`config.mk`:
```
export PLATFORM = sky130hd
export DESIGN_NAME = ntt_addr_gen
export DESIGN_NICKNAME = d
export VERILOG_FILES = /design/src/rtl/ntt_addr_gen_pkg.sv /design/src/rtl/ntt_addr_gen.sv
export SDC_FILE = /design/constraint.sdc
export NUM_CORES = 1
export LEC_CHECK = 0
export CELL_PAD_IN_SITES_DETAIL_PLACEMENT = 1
export CELL_PAD_IN_SITES_GLOBAL_PLACEMENT = 1
export CORE_ASPECT_RATIO = 0.9
export CORE_MARGIN = 2
export CORE_UTILIZATION = 48
export CTS_CLUSTER_SIZE = 10
export DETAILED_ROUTE_END_ITERATION = 10
export PLACE_DENSITY_LB_ADDON = 0.2
export SLEW_MARGIN = 15
export SYNTH_ARGS = -nofsm -noshare
export SYNTH_HDL_FRONTEND = slang
export SYNTH_SLANG_ARGS = --single-unit
```
`constraint.sdc`:
```
create_clock -name clk_i -period 10.9 [get_ports clk_i]
set_input_delay 2.18 -clock clk_i [delete_from_list [all_inputs] [get_ports clk_i]]
set_output_delay 2.18 -clock clk_i [all_outputs]
set_load 0.005 [all_outputs]
```
`src/rtl/ntt_addr_gen_pkg.sv`:
```
// Shared constants, FSM state type and layer-length helper for the NTT address generator.
// The optional inter-layer gap is enabled by the NTT_LAYER_GAP_EN macro (see ntt_addr_gen).
package ntt_pkg;

    localparam int N                = 256;
    localparam int LOGN             = 8;
    localparam int KYBER_LAYERS     = 7;
    localparam int DILITHIUM_LAYERS = 8;

    localparam logic RED_KYBER = 1'b1;
    localparam logic BFLY_CT   = 1'b0;

    typedef enum logic [1:0] {
        IDLE,
        RUN,
        GAP,
        DONE
    } ntt_state_t;

    // Butterfly span of a layer in issue order: forward halves from 128,
    // inverse doubles up to 128 (Kyber skips the len=1 layer).
    function automatic logic [8:0] layer_len(input logic [2:0] layer,
                                             input logic       inverse,
                                             input logic       kyber);
        if (!inverse) begin
            return 9'd128 >> layer;
        end else if (kyber) begin
            return 9'd2 << layer;
        end else begin
            return 9'd1 << layer;
        end
    endfunction

endpackage

```
`src/rtl/ntt_addr_gen.sv`:
```
// Address/twiddle schedule generator for 256-point Kyber/Dilithium NTT (CT forward, GS inverse).
// Define NTT_LAYER_GAP_EN to insert LAYER_GAP idle cycles between layers.
module ntt_addr_gen
    import ntt_pkg::*;
#(
    parameter int LAYER_GAP = 4
) (
    input  logic       clk_i,
    input  logic       rst_i,
    input  logic       start_i,
    input  logic       sel_red_i,
    input  logic       sel_butterfly_i,
    input  logic       ready_i,
    output logic       valid_o,
    output logic [7:0] addr_a_o,
    output logic [7:0] addr_b_o,
    output logic [7:0] twiddle_idx_o,
    output logic       sel_red_o,
    output logic       sel_butterfly_o,
    output logic [2:0] layer_o,
    output logic       busy_o,
    output logic       done_o
);

    ntt_state_t state_q, state_d;
    logic [2:0] layer_q, layer_d;
    logic [8:0] grp_q, grp_d;
    logic [7:0] off_q, off_d;
    logic [7:0] gap_q, gap_d;
    logic [7:0] tw_q, tw_d;
    logic [7:0] addr_a_q, addr_a_d;
    logic [7:0] addr_b_q, addr_b_d;
    logic       valid_q, valid_d;
    logic       busy_q, busy_d;
    logic       done_q, done_d;
    logic       red_q, red_d;
    logic       bfly_q, bfly_d;

    logic [8:0] cur_len;
    logic [8:0] grp_step;
    logic [7:0] nxt_len;
    logic [7:0] tw_step;
    logic [2:0] last_layer;
    logic       fire;
    logic       last_in_group;
    logic       last_in_layer;

    always_ff @(posedge clk_i) begin
        if (rst_i) begin
            state_q  <= IDLE;
            layer_q  <= '0;
            grp_q    <= '0;
            off_q    <= '0;
            gap_q    <= '0;
            tw_q     <= '0;
            addr_a_q <= '0;
            addr_b_q <= '0;
            valid_q  <= 1'b0;
            busy_q   <= 1'b0;
            done_q   <= 1'b0;
            red_q    <= 1'b0;
            bfly_q   <= 1'b0;
        end else begin
            state_q  <= state_d;
            layer_q  <= layer_d;
            grp_q    <= grp_d;
            off_q    <= off_d;
            gap_q    <= gap_d;
            tw_q     <= tw_d;
            addr_a_q <= addr_a_d;
            addr_b_q <= addr_b_d;
            valid_q  <= valid_d;
            busy_q   <= busy_d;
            done_q   <= done_d;
            red_q    <= red_d;
            bfly_q   <= bfly_d;
        end
    end

    // Output registers always carry the beat being presented, so the next
    // beat is computed here and loaded on the edge that consumes the current one.
    always_comb begin
        state_d  = state_q;
        layer_d  = layer_q;
        grp_d    = grp_q;
        off_d    = off_q;
        gap_d    = gap_q;
        tw_d     = tw_q;
        addr_a_d = addr_a_q;
        addr_b_d = addr_b_q;
        valid_d  = valid_q;
        busy_d   = busy_q;
        done_d   = done_q;
        red_d    = red_q;
        bfly_d   = bfly_q;

        cur_len       = layer_len(layer_q, bfly_q != BFLY_CT, red_q == RED_KYBER);
        nxt_len       = cur_len[7:0];
        grp_step      = grp_q + (cur_len << 1);
        tw_step       = (bfly_q == BFLY_CT) ? (tw_q + 8'd1) : (tw_q - 8'd1);
        last_layer    = (red_q == RED_KYBER) ? 3'(KYBER_LAYERS - 1) : 3'(DILITHIUM_LAYERS - 1);
        fire          = valid_q && ready_i;
        last_in_group = (({1'b0, off_q} + 9'd1) == cur_len);
        last_in_layer = last_in_group && (grp_step == 9'd256);

        case (state_q)
            IDLE: begin
                if (start_i) begin
                    state_d  = RUN;
                    red_d    = sel_red_i;
                    bfly_d   = sel_butterfly_i;
                    layer_d  = '0;
                    grp_d    = '0;
                    off_d    = '0;
                    nxt_len  = 8'(layer_len(3'd0, sel_butterfly_i != BFLY_CT,
                                            sel_red_i == RED_KYBER));
                    if (sel_butterfly_i == BFLY_CT) begin
                        tw_d = 8'd1;
                    end else begin
                        tw_d = (sel_red_i == RED_KYBER) ? 8'd127 : 8'd255;
                    end
                    addr_a_d = 8'd0;
                    addr_b_d = nxt_len;
                    valid_d  = 1'b1;
                    busy_d   = 1'b1;
                    done_d   = 1'b0;
                end
            end

            RUN: begin
                if (fire) begin
                    if (!last_in_group) begin
                        off_d    = off_q + 8'd1;
                        addr_a_d = addr_a_q + 8'd1;
                        addr_b_d = addr_b_q + 8'd1;
                    end else if (!last_in_layer) begin
                        off_d    = '0;
                        grp_d    = grp_step;
                        tw_d     = tw_step;
                        addr_a_d = grp_step[7:0];
                        addr_b_d = grp_step[7:0] + cur_len[7:0];
                    end else if (layer_q == last_layer) begin
                        state_d = DONE;
                        valid_d = 1'b0;
                        done_d  = 1'b1;
                    end else begin
                        layer_d  = layer_q + 3'd1;
                        grp_d    = '0;
                        off_d    = '0;
                        tw_d     = tw_step;
                        nxt_len  = 8'(layer_len(layer_q + 3'd1, bfly_q != BFLY_CT,
                                                red_q == RED_KYBER));
                        addr_a_d = 8'd0;
                        addr_b_d = nxt_len;
`ifdef NTT_LAYER_GAP_EN
                        if (LAYER_GAP > 0) begin
                            state_d = GAP;
                            valid_d = 1'b0;
                            gap_d   = '0;
                        end
`endif
                    end
                end
            end

            // Next layer's first beat is already loaded; only valid is withheld.
            GAP: begin
                valid_d = 1'b0;
                if (gap_q == 8'(LAYER_GAP - 1)) begin
                    state_d = RUN;
                    valid_d = 1'b1;
                end else begin
                    gap_d = gap_q + 8'd1;
                end
            end

            DONE: begin
                state_d = IDLE;
                valid_d = 1'b0;
                done_d  = 1'b0;
                busy_d  = 1'b0;
            end

            default: begin
                state_d = IDLE;
                valid_d = 1'b0;
                done_d  = 1'b0;
                busy_d  = 1'b0;
            end
        endcase
    end

    assign valid_o         = valid_q;
    assign addr_a_o        = addr_a_q;
    assign addr_b_o        = addr_b_q;
    assign twiddle_idx_o   = tw_q;
    assign sel_red_o       = red_q;
    assign sel_butterfly_o = bfly_q;
    assign layer_o         = layer_q;
    assign busy_o          = busy_q;
    assign done_o          = done_q;

endmodule
```
==> flow_summary.toml <==
[run_status]
result_of_the_run = "finished, final reports clean"

[worst_hold_path]
hold-path-endpoint = "grp_q[4]"
whs_path_depth = 2
min-delay-path-class = "reg2reg"
hold_path_startpoint = "grp_q[4]"

[worst_setup_path]
startpoint_type = "register"
rr_endpoint = "layer_o[0]"
worst_setup_path_end_kind = "register"
critical_path_fanouts_max = 13
critPathRequiredTime_ns = 11.17
cp_data_arrival_time_ns = 5.75
reg2reg_depth = 13
r2r_start = "layer_o[0]"
worstSetupPathType = "reg2reg"
r2r_slack_ns = 5.42

[synthesis]
synth_enable_flop_cells = 0
number_of_nets_in_the_synthesized_netlist = 585
area_fraction_of_the_dominant_cell_type_after_synthesis_pct = 26.5
synth-seq-area-share_pct = 26.5
ys_top_cells_by_area = "dfxtp_1, ha_1, a21oi_1, xnor2_1, nor2_1"
dominantRegCellSynth = "dfxtp_1"
synth_cell_type_count = 68
yosys_register_bits = 58
synth.largest_area_cell = "dfxtp_1"
ys_async_sr_fraction_pct = 0
syn_inst = 540
syn-mean-instance-area_um2 = 8.10
synthesis.yosys.warnings = 0
mappedNetlistArea_um2 = 4380

[timing]
hold_viol = 0
grt_setup_unrepaired = "no"
min_period_ns = 5.48
fin_worst_hold_slack_ns = 0.490
timing.clock.skew_ns = 0.00890
fin_crit_sh_pct = 50.3
setup_ws_ns = 5.42
timing.final.setup_violations = 0
report.final.slew_viol_count = 0
fmaxAchievable_ghz = 0.182
relSlewSlack_pct = 27.0
tightest_slew_ns = 1.09
tns_ns = 0

[grt]
first_pass_grt_wire_length_um = 22900
globalRoute.totalOverflow = 0
gr-usage-all-layers_pct = 29.1
number_of_antenna_violations_at_the_first_check_in_global_routing = 0
grt_pass1_vias = 4452
grt_start_max_net_pins = 54

[floorplan]
die_width_um = 105
core_area_um2 = 9000
starting_density_of_the_core_pct = 48.6
die_h_um = 94.6
boundaryPins = 38
std_cell_rows = 33
die-area_um2 = 9900

[routing]
wire_per_inst_um = 19.9
vias_per_cell = 6.23
ant_nets = 0
dr_total_vias = 4286
detailed_routing_iterations_pass_1 = 5
remaining_drc_errors = 0
routed_wl_um = 13700
initialDrtViolationCount = 215

[place]
hpwl_um = 9940
pre_cts_setup_slack_ns = 5.52
post-place-cells = 674
placedInstanceArea_um2 = 4810
placement.io_buffers = 37
rd_place_congestion = 0.889

[clock_network]
path_clk_slew_ns = 0.07
cts_repair_resize_count = 0
cts_root_buf = "clkbuf_8"
clock_tree.htree_level_count = 3
clkSinkCount = 58
number_of_buffers_inserted_during_clock_tree_synthesis = 9
tritoncts = "done"
clock_latency_ns = 0.34
cts_hold_buffers_added = 0
cts_max_path_buffers = 2
post_cts.repair.setup_buffers = 0

[cells_and_area]
antenna_cells_inserted = 0
synth_to_layout_area_growth_pct = 14.3
net_count_reported_at_finish = 608
most_common_library_cell_in_the_layout_ignoring_fill_and_taps = "dfxtp_1"
layout.cells.non_filler = 688
finish.instance_area_um2 = 5000
final_util_pct = 55.5
layout.cells.most_common_list = "dfxtp_1, a21oi_1, nor2_1"
share_of_cells_above_drive_strength_1_pct = 5.48

[job]
drv.max_cap_violation_count = 0

[power]
totalPowerFinal_uw = 526
vdd.ir_drop.worst_uv = 60.1
power.density_nw_per_um2 = 105
power.leakage_nw = 1.93
==> state kept, by name, summed over array words and instances, names as in the netlist, 2 cells and up <==
| register | count |
|---|---|
| addr_a_o | 8 |
| addr_b_o | 8 |
| gap_q | 8 |
| grp_q | 8 |
| off_q | 8 |
| twiddle_idx_o | 8 |
| layer_o | 3 |
| state_q | 2 |
==> final cells by class <==
cell class / instances / area [um2]
Timing Repair Buffer: 41 / 395
Clock buffer: 11 / 151
Inverter: 15 / 56.3
Fill cell: 1142 / 4000
Tap cell: 122 / 153
Sequential cell: 58 / 1160
Multi-Input combinational cell: 438 / 3040
Clock inverter: 3 / 40.0
==> worst max path at each step <==
stage                     from          to  slack, ns  cells after the start
2_1_floorplan       layer_o[0]  layer_o[0]       6.75                     14
3_3_place_gp        layer_o[0]  layer_o[0]       5.81                     13
3_5_place_dp        layer_o[0]  layer_o[0]       5.52                     13
4_1_cts             layer_o[0]  layer_o[0]       5.45                     13
5_1_grt        sel_butterfly_o  layer_o[0]       4.95                     11
6_report            layer_o[0]  layer_o[0]       5.42                     13
==> per-layer routing <==
layer | track usage, % | wire, um
met1 | 37.5 | 6290
met2 | 48.1 | 6400
met3 | 4.42 | 553
met4 | 14.1 | 453
met5 | 0 | 0
==> worst max-delay path: stages (launching register included) <==
cell and delay [ns]:
dfxtp_1 0.47, inv_1 0.15, ha_1 0.43, nand2_1 0.16, o31ai_1 0.82, ha_1 0.38
a211oi_1 0.33, o31ai_1 0.18, xor2_1 0.21, nor4_1 0.57, nand3_1 0.56, or2_1 0.50
or4_1 0.51, a21oi_1 0.13
==> power by group <==
group / internal [mW] / switching, mW
Combinational: 0.0385 / 0.0552
Clock: 0.115 / 0.0898
Sequential: 0.219 / 0.00920
==> cells in the mapped netlist, drive strengths merged, types with 6 or more instances <==
| cell | number |
|---|---|
| a211oi | 13 |
| a21oi | 51 |
| a311oi | 6 |
| and3 | 12 |
| buf | 8 |
| clkbuf | 21 |
| dfxtp | 58 |
| ha | 36 |
| inv | 14 |
| mux2i | 6 |
| nand2 | 35 |
| nand2b | 12 |
| nand3 | 18 |
| nand4 | 9 |
| nor2 | 48 |
| nor2b | 8 |
| nor3 | 8 |
| nor3b | 7 |
| nor4 | 7 |
| o21ai | 24 |
| o22ai | 13 |
| o2bb2ai | 7 |
| or3 | 9 |
| xnor2 | 21 |
| xor2 | 20 |
==> cell families after synthesis <==
group,Yosys count,share of synthesized area [%]
flip-flops,58,26.5
buffers and inverters,44,3.92
multiplexers,8,1.89
XOR/XNOR,42,8.75
AO/OA/AOI/OAI,155,23.6
AND/OR/NAND/NOR,193,23.6
adder cells (fa/ha/maj),39,11.7
other,1,0.0857
Note: power is estimated with default switching activity, not from simulation.
